**src/rtl/trap_pkg.sv**
```systemverilog
// Shared types and constants for the trapezoid scaling and peak capture stages.
// Sample width and saturation code are common to both stages.
package trap_pkg;

    localparam int DATA_W = 14;

    localparam logic signed [DATA_W-1:0] SAT_VALUE = 14'sd8191;

    typedef enum logic [1:0] {
        ARMED   = 2'd0,
        TRACK   = 2'd1,
        HOLDOFF = 2'd2
    } state_t;

endpackage

```
**src/rtl/trap_peak_capture.sv**
```systemverilog
// Pulse-height extractor: threshold trigger, flat-top maximum, noise reject,
// pile-up flag, hold-off dead time and event counter.
module trap_peak_capture
    import trap_pkg::*;
#(
    parameter logic signed [13:0] THRESHOLD = 14'sd100,
    parameter int MIN_WIDTH = 4,
    parameter int MAX_WIDTH = 255,
    parameter int HOLDOFF   = 16
) (
    input  logic                     SYS_CLK,
    input  logic                     RESET_N,
    input  logic signed [DATA_W-1:0] DATAIN,
    input  logic                     OVERFLOW_IN,
    output logic signed [DATA_W-1:0] PEAK_HEIGHT,
    output logic                     PEAK_VALID,
    output logic                     SATURATED,
    output logic                     PILEUP,
    output logic                     BUSY,
    output logic [15:0]              EVENT_COUNT
);

    localparam logic [1:0] S_ARMED = trap_pkg::ARMED;
    localparam logic [1:0] S_TRACK = trap_pkg::TRACK;
    localparam logic [1:0] S_HOLD  = trap_pkg::HOLDOFF;

    localparam logic [7:0]  MIN_W    = 8'(MIN_WIDTH);
    localparam logic [7:0]  MAX_W    = 8'(MAX_WIDTH);
    localparam logic [15:0] HOLD_CNT = 16'(HOLDOFF);

    logic [1:0]               state;
    logic [7:0]               width;
    logic signed [DATA_W-1:0] max_q;
    logic                     sat_q;
    logic [15:0]              counter;

    logic       above;
    logic [7:0] width_inc;

    assign above     = DATAIN > THRESHOLD;
    assign width_inc = width + 8'd1;

    always_ff @(posedge SYS_CLK or negedge RESET_N) begin
        if (!RESET_N) begin
            state       <= S_ARMED;
            width       <= '0;
            max_q       <= '0;
            sat_q       <= 1'b0;
            counter     <= '0;
            PEAK_HEIGHT <= '0;
            PEAK_VALID  <= 1'b0;
            SATURATED   <= 1'b0;
            PILEUP      <= 1'b0;
            BUSY        <= 1'b0;
            EVENT_COUNT <= '0;
        end else begin
            PEAK_VALID <= 1'b0;
            SATURATED  <= 1'b0;
            PILEUP     <= 1'b0;
            unique case (1'b1)
                (state == S_ARMED): begin
                    if (above) begin
                        state <= S_TRACK;
                        width <= 8'd1;
                        max_q <= DATAIN;
                        sat_q <= OVERFLOW_IN;
                        BUSY  <= 1'b1;
                    end
                end
                (state == S_TRACK): begin
                    if (above) begin
                        // pile-up wins over the max/sat bookkeeping
                        if (width_inc == MAX_W) begin
                            PILEUP  <= 1'b1;
                            counter <= HOLD_CNT;
                            state   <= S_HOLD;
                        end else begin
                            width <= width_inc;
                            sat_q <= sat_q | OVERFLOW_IN;
                            if (DATAIN > max_q) begin
                                max_q <= DATAIN;
                            end
                        end
                    end else if (width >= MIN_W) begin
                        PEAK_HEIGHT <= sat_q ? SAT_VALUE : max_q;
                        SATURATED   <= sat_q;
                        PEAK_VALID  <= 1'b1;
                        EVENT_COUNT <= EVENT_COUNT + 16'd1;
                        counter     <= HOLD_CNT;
                        state       <= S_HOLD;
                    end else begin
                        state <= S_ARMED;
                        BUSY  <= 1'b0;
                    end
                end
                (state == S_HOLD): begin
                    counter <= counter - 16'd1;
                    if (counter == 16'd1) begin
                        state <= S_ARMED;
                        BUSY  <= 1'b0;
                    end
                end
                default: begin
                    state <= S_ARMED;
                    BUSY  <= 1'b0;
                end
            endcase
        end
    end

endmodule
```
**config.mk**
```make
export PLATFORM = sky130hd
export DESIGN_NAME = trap_peak_capture
export DESIGN_NICKNAME = d
export VERILOG_FILES = /design/src/rtl/trap_pkg.sv /design/src/rtl/trap_peak_capture.sv
export SDC_FILE = /design/constraint.sdc
export NUM_CORES = 1
export LEC_CHECK = 0
export BUFFER_PORTS_ARGS = -buffer_cell sky130_fd_sc_hd__buf_2
export CORE_MARGIN = 8
export CORE_UTILIZATION = 40
export DETAILED_ROUTE_END_ITERATION = 10
export GPL_TIMING_DRIVEN = 0
export SKIP_CTS_REPAIR_TIMING = 1
export SYNTH_ARGS = -nofsm -noshare
export SYNTH_HDL_FRONTEND = slang
export SYNTH_SLANG_ARGS = --single-unit
```
**constraint.sdc**
```tcl
create_clock -name SYS_CLK -period 2.3 [get_ports SYS_CLK]
set_clock_uncertainty 0.15 [all_clocks]
set_input_delay 0.115 -clock SYS_CLK [delete_from_list [all_inputs] [get_ports SYS_CLK]]
set_output_delay 0.115 -clock SYS_CLK [all_outputs]
set_load 0.05 [all_outputs]
```
After elaboration in Yosys (flattened, before gate mapping)
Cells that the tools add are included.
- bits in registers: 75
- input port bits: 17
- output and inout bits: 34
- word-level logic and storage cells: 79
- add/sub/neg operators: 3
- magnitude comparators: 3
- equality and inequality tests: 13
- muxes and demuxes: 38
- bitwise gates (word level): 2
- reduce and logical (&&, ||, !) cells: 9
- operators by type and width (operator ; number):
    two-way mux 14 bit ; 5
    two-way mux 16 bit ; 3
    one-hot mux 16 bit (2 select lines) ; 1
    one-hot mux 14 bit (2 select lines) ; 1
    two-way mux 8 bit ; 3
    adder 16 x 1 -> 16 bit (second input constant) ; 1
    == test 16 x 1 -> 1 bit (second input constant) ; 1
    two-way mux 1 bit ; 16
    one-hot mux 8 bit (2 select lines) ; 1
    subtractor 16 x 1 -> 16 bit (second input constant) ; 1
    greater-than comparator 14 bit ; 1
    greater-than comparator 14 x 8 -> 1 bit (second input constant) ; 1
    two-way mux 2 bit ; 5
    != test 2 bit (second input constant) ; 5
    AND reduction 3 bit ; 3
    adder 8 x 1 -> 8 bit (second input constant) ; 1
    == test 8 bit (second input constant) ; 1
    >= comparator 8 x 3 -> 1 bit (second input constant) ; 1
    AND reduction 4 bit ; 2
    != test 3 x 2 -> 1 bit (second input constant) ; 2
    one-hot mux 2 bit (3 select lines) ; 1
    AND reduction 5 bit ; 1
    != test 2 x 1 -> 1 bit (second input constant) ; 2
    nonzero test 2 bit ; 2
    other kinds (7) ; 7

Logic depth before layout (Yosys ltp)
Gate-level depths: netlist (run 1).
- word-level depth: 5
- mapped depth: 10
- gate-level depth less buffers: 8

Least setup slack after synthesis (run 1)
Ideal clock, no wire load.
- path type: register to register
- start point: reg max_q[11]
- end point: reg max_q[6]
- library setup time: 0.128 ns
- arrival time: 2.178 ns
- data required time: 2.022 ns
- path slack: -0.156 ns
- stages on the path, launching flop included: 9
- buffers on the path: 1
- clock period less this slack: 2.456 ns
- cells stage by stage: dfrtp_1 inv_1 ha_1 a21o_1 a2111oi_0 o311ai_0 a31oi_2 buf_6 mux2_1
- cells in the longest elaborated chain, start to end: 3
- RTL lines (item ; RTL line ; source):
    from (decl) ; trap_peak_capture.sv:33 ; logic signed [DATA_W-1:0] max_q;
    from (signal assigned) ; trap_peak_capture.sv:47 ; max_q <= '0;
    from (signal assigned) ; trap_peak_capture.sv:65 ; max_q <= DATAIN;
    from (signal assigned) ; trap_peak_capture.sv:81 ; max_q <= DATAIN;
    greater-than comparator 14 bit ; trap_peak_capture.sv:80 ; if (DATAIN > max_q) begin
    != test 2 x 1 -> 1 bit (no line) ; - ;
    AND reduction 5 bit (no line) ; - ;
No other way between the ends.
A chain may end at the register's enable or synchronous reset.

Worst setup path in the final report (run 1)
- start point: reg width[1]
- end point: reg max_q[9]
- cells in the longest elaborated chain, start to end: 4
- RTL lines (item ; RTL line ; source):
    from (decl) ; trap_peak_capture.sv:32 ; logic [7:0] width;
    from (signal assigned) ; trap_peak_capture.sv:78 ; width <= width_inc;
    adder 8 x 1 -> 8 bit ; trap_peak_capture.sv:41 ; assign width_inc = width + 8'd1;
    == test 8 bit ; trap_peak_capture.sv:73 ; if (width_inc == MAX_W) begin
    != test 2 bit (no line) ; - ;
    AND reduction 5 bit (no line) ; - ;
No other way between the ends.

==> results.md, run 1 <==
STA:
- The final clock period utilization by the worst path is 1.04.
- After layout, the minimum clock period comes to 2.40 ns.
- Measured against its own limit, the worst slew margin works out to 0.610.
- The slew at the pin closest to its max-slew limit is 0.585 ns.
- The count of endpoints failing setup in the final report is 20.
- Static timing analysis puts the maximum clock frequency at 0.417 GHz.
- The total count of hold-check failures in the final report is 0.
- The worst-case setup margin in the final layout is -0.101 ns.
- The total count of max-transition violations in the final report is 0.
- Setup repair after global routing could not meet its margin everywhere.

Drt:
- The antenna violation net count after detailed routing is 0.
- The routed layout has 3515 vias.
- The detailed-route vias per instance is 5.51.
- After detailed routing, the average wire length per cell comes to 17.2 um.
- The first detailed-routing pass took 4 iterations.
- After the first detailed-routing iteration, the DRC count stood at 165.
- For this run, design rule violations remaining after detail routing come to 0.
- The sum of routed wire length over all layers is 11.0 mm.

Clock tree:
- The later pin in the worst-skew pair is clocked with a latency of 0.35 ns.
- The H-tree was split into 3 levels.
- The clock sink count is 75.
- Clock-pin slew was measured on the worst setup and hold paths at 0.08 ns.
- The CTS tree is done.
- The clock tree root buffer cell is clkbuf_8.
- Counting along the longest clock path gives a buffer depth of 2.
- TritonCTS created 9 clock buffers.

GRT:
- The total global routing overflow is 0.
- The via count of the first global-routing pass is 3291.
- The global-route wire length before repair is 16.1 mm.
- For this run, the total global-route usage over all layers was measured as 0.150.
- The initial antenna violation count is 0.
- The pin count of the biggest net entering global routing is 47.

Pwr:
- The largest voltage drop on the vdd net is 0.000542 V.
- The total chip power is 6.93 mW.
- For this design the ratio of total power to cell area is 1220 nW/um^2.
- For this design the static power due to leakage is 2.49 nW.

Final layout:
- The total non-filler cell area in the finished layout is 5680 um^2.
- The total number of nets in the final design is 538.
- The fill cell total of the finished layout is 852.
- The number of antenna diodes in the final layout is 0.
- In the final layout, the share of cells above drive strength 1 is 0.388.
- From synthesis to final layout, the design area changed by 38.6%.

Logic synthesis:
- Sorting the synthesized cells by how often they occur yields dfrtp_1, inv_1, nor2_1, nand2_1, ha_1.
- Of the post-synthesis cell area, the dominant cell type holds 0.458.
- In this run, distinct cell masters in the synthesized netlist total 61.
- The synthesized area per cell is 10.2 um^2.
- After synthesis, the cell types taking the most area are dfrtp_1, ha_1, o31ai_1.
- In the synthesized netlist, the number of instances is 402.
- Yosys mapped a number of flops with a built-in enable equal to 0.
- Of the synthesized area, sequential elements account for 0.458.
- The summed instance area of the synthesized netlist is 4090 um^2.
- The synthesized netlist net count is 442.
- The share of async-settable or async-resettable flops after synthesis is 1.00.
- In the synthesized netlist the dominant register cell turns out to be dfrtp_1.
- The total of flip-flops plus latches after synthesis is 75.
- The number of warnings printed during yosys synthesis is 0.
- The most instantiated library cell after synthesis is dfrtp_1.
- Of all cell types, the one taking the most synthesized area is dfrtp_1.

Critical path:
- STA classifies the critical path endpoint as a flip-flop.
- Of all nets on the critical path, the largest fanout is 10.
- The endpoint arrival time on the critical path is 2.49 ns.
- In this run the worst setup path begins at width[1].
- The worst register-to-register path begins at width[1].
- Data on the critical path is required at its endpoint by 2.39 ns.
- By startpoint and endpoint, the worst setup path is classified as reg2reg.
- The worst setup path is launched from a flip-flop.

Die:
- The floorplan step defined a die boundary enclosing 13700 um^2.
- The die extent in x is 117 um.
- For this configuration, the core starts out at a cell density of 0.404.
- 51 I/O pins were placed.
- In this run the vertical extent of the chip is 117 um.
- Row generation in the floorplan step produced 37 rows.
- The region available for standard cell placement spans 10100 um^2.

Placement:
- The count of buffers inserted at the top-level ports is 50.
- The cell area after placement is 4590 um^2.
- The HPWL reported at the end of detailed placement is 7.03 mm.
- The congestion estimate from routability-driven global placement came to 0.832.
- Prior to clock tree synthesis, the placed netlist has a worst setup slack of -0.652 ns.

Run status:
- The checks that failed: negative setup slack.
- The flow ran to the end, but the final reports show violations.

Job:
- The number of max-capacitance violations reported is 0.

Hold path:
- The tightest min-delay check is of the in2async type.
## registers in the layout (all words and copies together), names as in the netlist
register / flops
EVENT_COUNT: 16
counter: 16
PEAK_HEIGHT: 14
max_q: 14
width: 8
state: 2
BUSY: 1
PEAK_VALID: 1
PILEUP: 1
SATURATED: 1
sat_q: 1
## area by class of cell
cell class | count | area (um^2) | area share
inverters | 32 | 120 | 0.0212
well taps | 136 | 170 | 0.0300
repair buffers | 88 | 638 | 0.112
flip-flops and latches | 75 | 1890 | 0.332
plain buffers | 15 | 145 | 0.0256
clock buffers | 11 | 141 | 0.0249
multi-input cells | 277 | 2500 | 0.440
clock inverters | 4 | 75.1 | 0.0132
## cell families after synthesis
group / share of synthesized area
fa+ha+maj: 0.0703
flops: 0.458
buf+inv: 0.0535
xor+xnor: 0.0342
mux: 0.0483
compound gates: 0.171
simple gates: 0.164
## power by group
group / switching [mW] / internal (mW) / leakage (nW)
Combinational: 2.26 / 1.49 / 1.45
Sequential: 0.340 / 1.72 / 0.940
Clock: 0.490 / 0.635 / 0.102
## through the flow
step                hold slack, ns  cells  setup TNS, ns  utilization
finish                       0.101    638          -1.37        0.560
global route                 0.125    638          -3.53        0.560
CTS                         -0.448    604         -21.50        0.474
detailed placement         -0.0657    589         -20.38        0.452
global placement             0.242    588         -17.92        0.449
floorplan                   -0.331    402         -0.122            -
## final timing paths
| kind | end | cells past startpoint | slack [ns] |
|---|---|---|---|
| worst max-delay path | max_q[9] | 8 | -0.10 |
| worst min-delay path | BUSY | 2 | 0.10 |
| worst max register to register | max_q[9] | 8 | -0.10 |
| worst min register to register | EVENT_COUNT[15] | 1 | 0.32 |
| max in group asynchronous | width[2] | 3 | 1.33 |
| min in group SYS_CLK | width[2] | 4 | 0.21 |
## layer usage
layer | vias to the layer above | wire length [um] | track usage
met1 | 1762 | 4840 | 0.191
met3 | 20 | 432 | 0.0323
met4 | 0 | 240 | 0.0555
li1 | 1664 | - | -
met5 | - | 0 | 0
met2 | 69 | 5450 | 0.244
## worst max-delay path, stage by stage, from the launching register on
cell and delay, ns:
dfrtp_2 0.45, ha_4 0.20, nor2b_4 0.12, nor3b_4 0.22
nor4_4 0.09, o211a_4 0.30, a31oi_4 0.27, buf_12 0.19
mux2_4 0.31
## cells in the final DEF, fill, tap and decap left out, types with 7 or more instances in the layout
| cell type | instances |
|---|---|
| ha_1 | 16 |
| dlygate4sd3_1 | 15 |
| a31oi_1 | 15 |
| o21ai_0 | 14 |
| mux2_4 | 13 |
| inv_1 | 27 |
| nor2_1 | 28 |
| nand3_1 | 18 |
| clkbuf_8 | 10 |
| buf_2 | 51 |
| nand2_1 | 23 |
| dfrtp_2 | 7 |
| o31ai_4 | 9 |
| xnor2_1 | 13 |
| dfrtp_1 | 68 |
| buf_4 | 20 |
| a21oi_1 | 7 |
| o31ai_2 | 8 |
No activity file was read; power rests on OpenSTA's default activity.
==> run 2, diff against run 1 <==
--- a/config.mk
+++ b/config.mk
@@ -5,11 +5,13 @@
 export SDC_FILE = /design/constraint.sdc
 export NUM_CORES = 1
 export LEC_CHECK = 0
+export ABC_AREA = 1
 export BUFFER_PORTS_ARGS = -buffer_cell sky130_fd_sc_hd__buf_2
 export CORE_MARGIN = 8
 export CORE_UTILIZATION = 40
 export DETAILED_ROUTE_END_ITERATION = 10
 export GPL_TIMING_DRIVEN = 0
+export RECOVER_POWER = 25
 export SKIP_CTS_REPAIR_TIMING = 1
 export SYNTH_ARGS = -nofsm -noshare
 export SYNTH_HDL_FRONTEND = slang
==> run 2 against run 1 <==
The flow now finishes without violations. Cell count up 17%. Cell area decreased by 11%. Sequential power up 2%. First-iteration DRC count up 22%. Power is 4.0% lower. Global-route usage is 0.93 points lower. Maximum frequency is 12% higher. Routed wire length is 14% lower. Synthesized cell count rose by 31%. Worst setup slack better by 0.25 ns. Critical endpoint is now counter[0]. Largest cell class unchanged. Largest power group unchanged. Highest routed layer unchanged.
==> results.md, run 2 <==
Run status:
- The run finished with clean final reports.

Final layout:
- The library cell used most frequently in the layout, excluding fill and tap cells, is nand2_1.
- The share of the core filled with cells in the final layout was 0.497 (-0.0630).
- The top cell types in the final layout, fill and taps aside, are nand2_1, dfrtp_1, nor2_1, inv_1, buf_2.
- The fraction of layout instances using a drive strength above 1 is 0.173 (-0.215).
- The fill cell total of the finished layout was 1003 (+18%).
- The signed area change from the synthesized netlist to the final layout is 22.0%.
- The largest registers in the layout are EVENT_COUNT: 16 flops, counter: 16 flops.
- The total number of nets in the final design was 647 (+20%).
- The count of antenna diodes in the layout came to 0 (unchanged).

Pwr:
- The power density over cell area is 1310 nW/um^2 (+7.7%).
- The largest voltage drop on the vdd net was 0.000624 V (+15%).
- The cell leakage power is 2.59 nW (+3.9%).
- The total chip power is 6.65 mW (-4.0%).

Clock tree:
- The clock insertion delay at the later pin of the skew report came to 0.35 ns (about the same).
- The clock slew at the register clock pins of the worst setup and hold paths came to 0.08 ns (about the same).
- The number of buffers created by CTS is 9 (unchanged).
- The cell sitting at the root of the clock tree is a clkbuf_8.
- The number of H-tree branching levels is 3 (unchanged).
- TritonCTS built the clock tree.
- The number of buffers between clock root and the deepest sink is 2 (unchanged).
- The clock sink count is 75 (unchanged).

STA:
- The slew at the pin closest to its max-slew limit is 1.42 ns (+0.835 ns).
- The final critical-path required period was 2.15 ns (-0.252 ns).
- The final clock period utilization by the worst path is 0.934 (-0.110).
- The total count of max-transition violations in the final report was 0 (unchanged).
- The count of endpoints failing setup in the final report was 0 (-100%).
- The final setup TNS is 0 ns (+1.37 ns).
- The final worst hold slack is 0.0886 ns (-0.0119 ns).
- The relative slew slack was 0.0534 (-0.557).
- The maximum frequency from static timing analysis is 0.465 GHz (+12%).
- The total count of hold-check failures in the final report is 0 (unchanged).

Drt:
- The antenna violation net count after detailed routing is 0 (unchanged).
- The number of detailed-route iterations in the first pass was 4 (unchanged).
- The routed wire length per instance was 12.6 um (-26%).
- The post-route DRC violation count is 0 (unchanged).
- The via count of the routed design is 3552 (+1.1%).
- The violation count after the first detailed-routing iteration is 201 (+22%).
- The detailed-route vias per instance was 4.75 (-14%).
- The sum of routed wire length over all layers is 9.46 mm (-14%).

Die:
- The I/O pin total came to 51 (unchanged).
- The die extent in x is 118 um (+0.57%).
- The number of cell rows is 37 (unchanged).
- The core region area is 10200 um^2 (+0.46%).
- The die area is 13900 um^2 (+1.1%).
- The initial cell density of the core is 0.407 (+0.00345).
- The floorplan die height is 118 um (+0.57%).

Critical path:
- The required time of the critical path is 2.42 ns (+0.03 ns).
- STA classifies the critical path startpoint as a flip-flop.
- The critical setup path kind is reg2reg.
- The endpoint arrival time on the critical path is 2.27 ns (-0.22 ns).
- STA classifies the critical path endpoint as a flip-flop.
- The maximum fanout count along the critical path came to 10 (unchanged).

Logic synthesis:
- The sequential fraction of the synthesis area was 0.452 (-0.00595).
- The distinct cell type count after synthesis came to 33 (-46%).
- The fraction of synthesized cell area taken by the top area cell type is 0.452 (-0.00595).
- The primary flip-flop cell chosen by synthesis mapping is dfrtp_1.
- The number of enable-type register cells in the synthesized netlist is 0 (unchanged).
- The number of warnings printed during yosys synthesis is 0 (unchanged).
- The synthesized netlist cell count was 525 (+31%).
- The total of flip-flops plus latches after synthesis is 75 (unchanged).
- The synthesized netlist net count is 565 (+28%).
- The cell taking the most area after synthesis is dfrtp_1.
- After synthesis, the cell types taking the most area are dfrtp_1, nand2_1, ha_1.
- The share of async-settable or async-resettable flops after synthesis was 1.00 (unchanged).
- The summed instance area of the synthesized netlist is 4150 um^2 (+1.3%).
- nand2_1 is the most common cell in the netlist.
- The synthesized area per cell came to 7.90 um^2 (-22%).
- Ranked by instance count, the synthesized netlist is headed by nand2_1, dfrtp_1, nor2_1, inv_1, nand3_1.

Hold path:
- The worst min-delay path class is in2reg.

Placement:
- The count of buffers inserted at the top-level ports was 50 (unchanged).
- The HPWL reported at the end of detailed placement is 6.99 mm (-0.68%).
- The final RePlAce weighted congestion is 0.843 (+1.3%).

GRT:
- The global-route wire length before repair is 16.2 mm (+0.51%).
- The via count of the first global-routing pass is 3506 (+6.5%).
- The initial antenna violation count came to 0 (unchanged).
- The combined global-route utilization of all metal layers is 0.140 (-0.00930).
- The pin count of the biggest net entering global routing was 54 (+15%).
- The total global routing overflow is 0 (unchanged).

Job:
- The number of max-capacitance violations reported was 0 (unchanged).
==> run 2: cell count changes after synthesis, moves of 16 or more <==
cell,before,now
inv_1,32,57
nand2_1,24,139
nand3_1,21,38
nor2_1,28,67
o21ai_1,0,16
o31ai_1,17,1
==> run 2: area by class of cell <==
type / instances / area [um^2] / share of cell area
clock buffer: 12 / 145 / 0.0287
inverter: 61 / 233 / 0.0460
clock inverter: 4 / 97.6 / 0.0193
timing repair buffer: 72 / 472 / 0.0932
multi-input combinational: 376 / 1990 / 0.394
sequential: 75 / 1880 / 0.371
buffer: 12 / 71.3 / 0.0141
tap: 136 / 170 / 0.0336
==> run 2: worst max-delay path, stage by stage (launching register included) <==
cell	delay, ns
dfrtp_1	0.38
inv_1	0.11
ha_1	0.31
clkinvlp_4	0.20
nor2_1	0.26
nand2_4	0.11
nand2_1	0.13
buf_2	0.25
nand2_1	0.08
o21ai_1	0.08
==> run 2: report_power, final <==
| part | internal (mW) | switching [mW] |
|---|---|---|
| combinational | 1.11 | 2.18 |
| sequential | 1.77 | 0.339 |
| clock | 0.752 | 0.504 |
| total | 3.63 | 3.03 |
==> run 2: kinds of logic after synthesis <==
logic type / Yosys count / share of synthesized area
xor+xnor: 25 / 0.0528
compound gates: 52 / 0.0694
simple gates: 276 / 0.284
fa+ha+maj: 23 / 0.0694
buf+inv: 74 / 0.0718
flops: 75 / 0.452
==> run 2: metrics by stage <==
stage	cell area, um^2	setup slack [ns]	std cells
after floorplan	4150	0.327	525
after CTS	4840	-0.0220	728
after global placement	4570	0.000816	711
after detailed placement	4600	-0.000184	712
after global routing	5060	-0.0297	748
final	5060	0.152	748
==> run 2: worst paths after layout <==
check	startpoint	to	slack, ns	cells past startpoint
worst max register to register	state[1]	counter[0]	0.15	9
worst min-delay path	DATAIN[13]	PILEUP	0.09	4
worst max-delay path	state[1]	counter[0]	0.15	9
max in group asynchronous	RESET_N	max_q[3]	0.64	3
worst min register to register	PEAK_HEIGHT[13]	PEAK_HEIGHT[13]	0.33	2
min in group asynchronous	RESET_N	EVENT_COUNT[8]	0.47	2
==> run 2: per-layer routing <==
| metal | wire length [um] | global-route usage | vias to the layer above |
|---|---|---|---|
| met2 | 4380 | 0.228 | 53 |
| met5 | 0 | 0 | - |
| met4 | 149 | 0.0568 | 0 |
| li1 | - | - | 1837 |
| met3 | 349 | 0.0317 | 13 |
| met1 | 4580 | 0.176 | 1649 |
